### src/rtl/csa_load_seq_pkg.sv
// Shared widths, slot count and sequencer states for the csa operand loader.
// csa fixes the slot count; the settle time is a module parameter.
package csa_load_seq_pkg;

  localparam int NUM_OPS = 10;
  localparam int OP_W    = 8;
  localparam int SUM_W   = 12;
  localparam int BUS_W   = NUM_OPS * OP_W;
  localparam int IDX_W   = 4;
  localparam int CNT_W   = 4;

  typedef enum logic [1:0] {
    IDLE   = 2'd0,
    LOAD   = 2'd1,
    SETTLE = 2'd2,
    DONE   = 2'd3
  } state_e;

endpackage

### src/rtl/csa_load_seq_if.sv
// Operand stream in, result stream out, both valid/ready.
// master is the source/sink side, slave is the sequencer.
interface csa_load_seq_if;
  import csa_load_seq_pkg::*;

  logic             in_valid;
  logic             in_ready;
  logic [OP_W-1:0]  in_data;
  logic             in_last;
  logic             out_valid;
  logic             out_ready;
  logic [SUM_W-1:0] out_sum;
  logic             out_co;

  modport master (
    output in_valid, in_data, in_last, out_ready,
    input  in_ready, out_valid, out_sum, out_co
  );

  modport slave (
    input  in_valid, in_data, in_last, out_ready,
    output in_ready, out_valid, out_sum, out_co
  );

endinterface

### src/rtl/csa_load_seq.sv
// Loads up to ten operand bytes into the csa slots, waits for the
// tree to settle, then holds the captured sum until it is taken.
module csa_load_seq
  import csa_load_seq_pkg::*;
#(
  parameter int SETTLE_CYCLES = 2
) (
  input  logic             clk,
  input  logic             rst_n,
  input  logic             abort,
  csa_load_seq_if.slave    io,
  output logic [BUS_W-1:0] op_bus,
  input  logic [SUM_W-1:0] csa_sum,
  input  logic             csa_co,
  output logic             busy
);

  localparam logic [CNT_W-1:0] CNT_INIT =
    CNT_W'(SETTLE_CYCLES - 1);
  localparam logic [IDX_W-1:0] IDX_END =
    IDX_W'(NUM_OPS - 1);

  state_e           state;
  logic [IDX_W-1:0] idx;
  logic [CNT_W-1:0] cnt;
  logic [SUM_W-1:0] sum_q;
  logic             co_q;
  logic             ovalid_q;
  logic             iready_q;
  logic             acc;
  logic             end_beat;

  always_comb begin
    acc      = io.in_valid & iready_q & ~abort;
    end_beat = io.in_last | (idx == IDX_END);
  end

  assign io.in_ready  = iready_q;
  assign io.out_valid = ovalid_q;
  assign io.out_sum   = sum_q;
  assign io.out_co    = co_q;

  always_ff @(posedge clk or negedge rst_n) begin
    if (!rst_n) begin
      state    <= IDLE;
      idx      <= '0;
      cnt      <= '0;
      op_bus   <= '0;
      sum_q    <= '0;
      co_q     <= 1'b0;
      ovalid_q <= 1'b0;
      iready_q <= 1'b0;
      busy     <= 1'b0;
    end else if (abort) begin
      // sum_q is deliberately left alone
      state    <= IDLE;
      idx      <= '0;
      cnt      <= '0;
      op_bus   <= '0;
      ovalid_q <= 1'b0;
      iready_q <= 1'b1;
      busy     <= 1'b0;
    end else begin
      unique case (state)
        IDLE: begin
          iready_q <= 1'b1;
          if (acc) begin
            op_bus <= BUS_W'(io.in_data);
            idx    <= IDX_W'(1);
            busy   <= 1'b1;
            if (io.in_last) begin
              state    <= SETTLE;
              cnt      <= CNT_INIT;
              iready_q <= 1'b0;
            end else begin
              state <= LOAD;
            end
          end
        end
        LOAD: begin
          if (acc) begin
            for (int i = 0; i < NUM_OPS; i++) begin
              if (idx == IDX_W'(i))
                op_bus[i*OP_W +: OP_W] <= io.in_data;
            end
            idx <= idx + 1'b1;
            if (end_beat) begin
              state    <= SETTLE;
              cnt      <= CNT_INIT;
              iready_q <= 1'b0;
            end
          end
        end
        SETTLE: begin
          if (cnt == '0) begin
            sum_q    <= csa_sum;
            co_q     <= csa_co;
            ovalid_q <= 1'b1;
            state    <= DONE;
          end else begin
            cnt <= cnt - 1'b1;
          end
        end
        DONE: begin
          if (io.out_ready) begin
            ovalid_q <= 1'b0;
            idx      <= '0;
            busy     <= 1'b0;
            state    <= IDLE;
          end
        end
        default: state <= IDLE;
      endcase
    end
  end

endmodule

### src/flat_wrapper.sv
// flat-port wrapper written by rule: the top's interface ports become plain ports
module csa_load_seq_flat import csa_load_seq_pkg::*;
#(
  parameter int SETTLE_CYCLES = 2
)
  (clk, rst_n, abort, op_bus, csa_sum, csa_co, busy, io_in_valid, io_in_data, io_in_last, io_out_ready, io_in_ready, io_out_valid, io_out_sum, io_out_co);
  csa_load_seq_if io_i ();
  input  logic clk;
  input  logic rst_n;
  input  logic abort;
  output logic [BUS_W-1:0] op_bus;
  input  logic [SUM_W-1:0] csa_sum;
  input  logic csa_co;
  output logic busy;
  input wire logic [$bits(io_i.in_valid)-1:0] io_in_valid;
  input wire logic [$bits(io_i.in_data)-1:0] io_in_data;
  input wire logic [$bits(io_i.in_last)-1:0] io_in_last;
  input wire logic [$bits(io_i.out_ready)-1:0] io_out_ready;
  output wire logic [$bits(io_i.in_ready)-1:0] io_in_ready;
  output wire logic [$bits(io_i.out_valid)-1:0] io_out_valid;
  output wire logic [$bits(io_i.out_sum)-1:0] io_out_sum;
  output wire logic [$bits(io_i.out_co)-1:0] io_out_co;
  assign io_i.in_valid = io_in_valid;
  assign io_i.in_data = io_in_data;
  assign io_i.in_last = io_in_last;
  assign io_i.out_ready = io_out_ready;
  assign io_in_ready = io_i.in_ready;
  assign io_out_valid = io_i.out_valid;
  assign io_out_sum = io_i.out_sum;
  assign io_out_co = io_i.out_co;
  csa_load_seq #(.SETTLE_CYCLES(SETTLE_CYCLES)) u_core (.clk(clk), .rst_n(rst_n), .abort(abort), .io(io_i), .op_bus(op_bus), .csa_sum(csa_sum), .csa_co(csa_co), .busy(busy));
endmodule
### config.mk
export PLATFORM = sky130hd
export DESIGN_NAME = csa_load_seq_flat
export DESIGN_NICKNAME = d
export VERILOG_FILES = /design/src/rtl/csa_load_seq_pkg.sv /design/src/rtl/csa_load_seq_if.sv /design/src/rtl/csa_load_seq.sv /design/src/flat_wrapper.sv
export SDC_FILE = /design/constraint.sdc
export NUM_CORES = 1
export LEC_CHECK = 0
export ABC_AREA = 1
export ABC_CLOCK_PERIOD_IN_PS = 2150
export BUFFER_PORTS_ARGS = -buffer_cell sky130_fd_sc_hd__buf_2
export CAP_MARGIN = 30
export CORE_MARGIN = 2
export CORE_UTILIZATION = 53
export CTS_CLUSTER_DIAMETER = 200
export DETAILED_ROUTE_END_ITERATION = 7
export GPL_ROUTABILITY_DRIVEN = 0
export PLACE_DENSITY = 0.84
export SLEW_MARGIN = 0
export SYNTH_ARGS = -nofsm -noshare
export SYNTH_HDL_FRONTEND = slang
export SYNTH_SLANG_ARGS = --single-unit
### constraint.sdc
create_clock -name clk -period 2.15 [get_ports clk]
set_input_delay 0.1075 -clock clk [delete_from_list [all_inputs] [get_ports clk]]
set_output_delay 0.1075 -clock clk [all_outputs]
set_load 0.01 [all_outputs]
==> flow_metrics.env <==
export IMPL_synthAdderAreaFrac_pct=2.622
export IMPL_drv_slew=0
export IMPL_cts_sinks=106
export IMPL_status="finished, final reports clean"
export IMPL_syn_num_nets=548
export IMPL_tns_ns=0
export IMPL_grt_overflow=0
export IMPL_htree_num_levels=3
export IMPL_viasPerCell=5.305
export IMPL_die_x_um=98.89
export IMPL_cts_clk_slew_worst_paths_ns=0.11
export IMPL_crit_arrival_ns=2.21
export IMPL_critPathCaptureType="flop"
export IMPL_clock_fmax_mhz=513.4
export IMPL_powerDensity_nw_per_um2=1273
export IMPL_async_flop_share_pct=100.0
export IMPL_skew_ns=0.01514
export IMPL_antenna_left=0
export IMPL_p_int_mw=4.023
export IMPL_wl_per_cell_um=15.35
export IMPL_hold_viol_final=0
export IMPL_pwr_share_comb_pct=43.9
export IMPL_dp_hpwl_um=8092
export IMPL_clkPwrFrac_pct=17.3
export IMPL_peakVddDrop_mv=0.6458
export IMPL_rsz0062_at_grt="no"
export IMPL_total_power_mw=7.328
export IMPL_nFillCells=685
export IMPL_synthCells=511
export IMPL_drc_errors=0
export IMPL_layout_drive_gt1_share_pct=27.45
export IMPL_min_period_over_period_pct=90.59
export IMPL_power_switching_share_pct=45.10
export IMPL_crit_path_max_fanout=14
export IMPL_insertion_delay_ns=0.38
export IMPL_wl_um=11670
export IMPL_worstHoldPathType="input port to flop"
export IMPL_slowest_delay_ns=0.44
export IMPL_timing_slew_headroom_pct=65.37
export IMPL_synth_distinct_cells=30
export IMPL_syn_area_per_cell_um2=9.339
export IMPL_required_ns=2.42
export IMPL_worst_setup_path_start_kind="flop"
export IMPL_grt_max_degree=68
export IMPL_grt_use_total_pct=25.00
export IMPL_via_count=4032
export IMPL_p_leak_nw=3.121
export IMPL_cts_buffers=9
export IMPL_synthTopCellsByCount="nand2_1, dfrtp_1, o21ai_1"
export IMPL_synth_largest_area_cell="dfrtp_1"
export IMPL_cts_setup_buffers=0
export IMPL_synth_xor_area_share_pct=0.1835
export IMPL_min_period_ns=1.948
export IMPL_portBuffers=122
export IMPL_yosysWarningCount=0
export IMPL_clock_path_buffers=2
export IMPL_muxShareOfSynthArea_pct=0
export IMPL_rows=34
export IMPL_multi_input_area_um2=1838
export IMPL_timing_worst_setup_path_type="flop to flop"
export IMPL_synth_compound_area_share_pct=11.54
export IMPL_regArea_um2=2653
export IMPL_synthSimpleGateAreaFrac_pct=24.07
export IMPL_drtIter0Drc=231
export IMPL_ys_ff_latch=106
export IMPL_grt_pass1_wl_um=19440
export IMPL_synth_most_common_cell="nand2_1"
export IMPL_ys_top_cells_by_area="dfrtp_1, nand2_1, o21ai_1, nand3_4, o21ai_2"
export IMPL_synth_top_area_share_pct=55.58
export IMPL_maxCapViolCount=0
export IMPL_diodes=0
export IMPL_synth_edff_count=0
export IMPL_cts_tree="done"
export IMPL_core_um2=8721
export IMPL_worst_pin_slew_ns=0.5194
export IMPL_synth_area_um2=4772
export IMPL_synth_top_family_by_area="simple AND/OR/NAND/NOR gates"
export IMPL_syn2layout_area_growth_pct=20.63
export IMPL_grt_pass1_vias=3936
export IMPL_nets=684
export IMPL_die_h_um=98.89
export IMPL_synth_seq_area_share_pct=55.58
export IMPL_slowest_stage="dfrtp_1"
export IMPL_design_portCount=123
export IMPL_p_switching_mw=3.305
export IMPL_ys_flop_type="dfrtp_1"
export IMPL_finalSetupViolCount=0
export IMPL_firstDrtPassIters=5
export IMPL_antenna_found_initial=0
export IMPL_root_buffer="clkbuf_8"
export IMPL_power_frac_seq_pct=38.8
export IMPL_path_cells="inv_1, ha_1, inv_2, nor2_4, nand2_1, nand2_4, nor2_4, nand2_1, nand2_1"
export IMPL_initial_core_util_pct=54.72
export IMPL_die_area_um2=9779
export IMPL_crit_top_cell="nand2_1"
state kept, by name, summed over array words and instances (netlist names):
name,flops
u_core.op_bus,80
u_core.io.out_sum,12
u_core.cnt,4
u_core.idx,4
u_core.state,2
u_core.busy,1
u_core.io.in_ready,1
u_core.io.out_co,1
u_core.io.out_valid,1
logic make-up (layout without fill, tap and decap cells):
family	Yosys count	after routing
AO/OA/AOI/OAI	94	94
flip-flops	106	106
buffers and inverters	45	186
XOR/XNOR	1	1
AND/OR/NAND/NOR	255	255
adder cells (fa/ha/maj)	10	10
critical path: cells and delay by family (launching register included):
| family | cells | cell delay, ns |
|---|---|---|
| simple gates | 6 | 0.83 |
| buf+inv | 2 | 0.29 |
| fa+ha+maj | 1 | 0.27 |
| flops | 1 | 0.44 |
layout make-up:
class / instances / area share (%)
Clock buffer: 9 / 2.152
Multi-Input combinational cell: 360 / 31.93
Tap cell: 108 / 2.347
Timing Repair Buffer: 143 / 14.30
Sequential cell: 106 / 46.08
Clock inverter: 7 / 1.391
Inverter: 27 / 1.804
layer usage:
layer / vias to the layer above / track usage, % / share of wire (%)
met5: - / 0 / 0
met4: 0 / 9.378 / 2.3
met3: 25 / 4.610 / 6.6
met2: 163 / 40.59 / 49
met1: 1921 / 33.74 / 42
li1: 1923 / - / -
cells in the final DEF, fill, tap and decap left out, types with 2 or more instances in the layout:
master,instances
nand2_1,191
buf_2,121
dfrtp_1,106
o21ai_1,51
nor2_1,26
inv_1,25
o21ai_0,19
nand3_1,18
o21ai_2,16
dlygate4sd3_1,16
ha_1,10
clkbuf_8,9
nand3_4,8
a21oi_1,5
buf_4,5
nor2_4,3
nand2_4,3
nor2_2,2
inv_8,2
path summary, 6_finish.rpt:
kind / from / to / slack, ns / depth (start not counted)
hold reg to reg: u_core.io.out_sum[2] / u_core.io.out_sum[2] / 0.48 / 2
max in group asynchronous: rst_n / u_core.op_bus[79] / 1.19 / 3
min in group asynchronous: rst_n / u_core.io.out_sum[1] / 0.23 / 2
hold / removal: io_in_data[6] / u_core.op_bus[6] / 0.008 / 3
setup reg to reg: u_core.state[1] / u_core.op_bus[78] / 0.20 / 9
setup / recovery: u_core.state[1] / u_core.op_bus[78] / 0.20 / 9
through the flow:
step / utilization [%] / hold WS (ns) / instance area, um^2 / instances / setup WS (ns)
floorplan: - / -0.1881 / 4772 / 511 / 0.5157
detailed placement: 61.78 / 0.1127 / 5388 / 728 / 0.1788
global route: 66.01 / 0.02032 / 5757 / 760 / 0.04305
finish: 66.01 / 0.007752 / 5757 / 760 / 0.2023
CTS: 65.95 / 0.0005459 / 5752 / 760 / 0.1625
global placement: 61.78 / 0.1012 / 5388 / 728 / 0.2770
power by group through the flow:
stage | Combinational [mW] | Clock, mW | Sequential [mW]
after floorplan | 2.24 | 0 | 3.05
final | 3.21 | 1.27 | 2.85
after detailed placement | 3.16 | 0 | 2.86
after global routing | 3.58 | 1.36 | 2.90
after CTS | 3.19 | 1.29 | 2.84
after global placement | 3.05 | 0 | 2.85
repair_timing:
action	CTS	global route
hold endpoints to repair	54	0
gates resized for setup	0	1
hold buffers	16	0
endpoints found under the setup margin	0	1
Power figures use the tool's default switching activity.
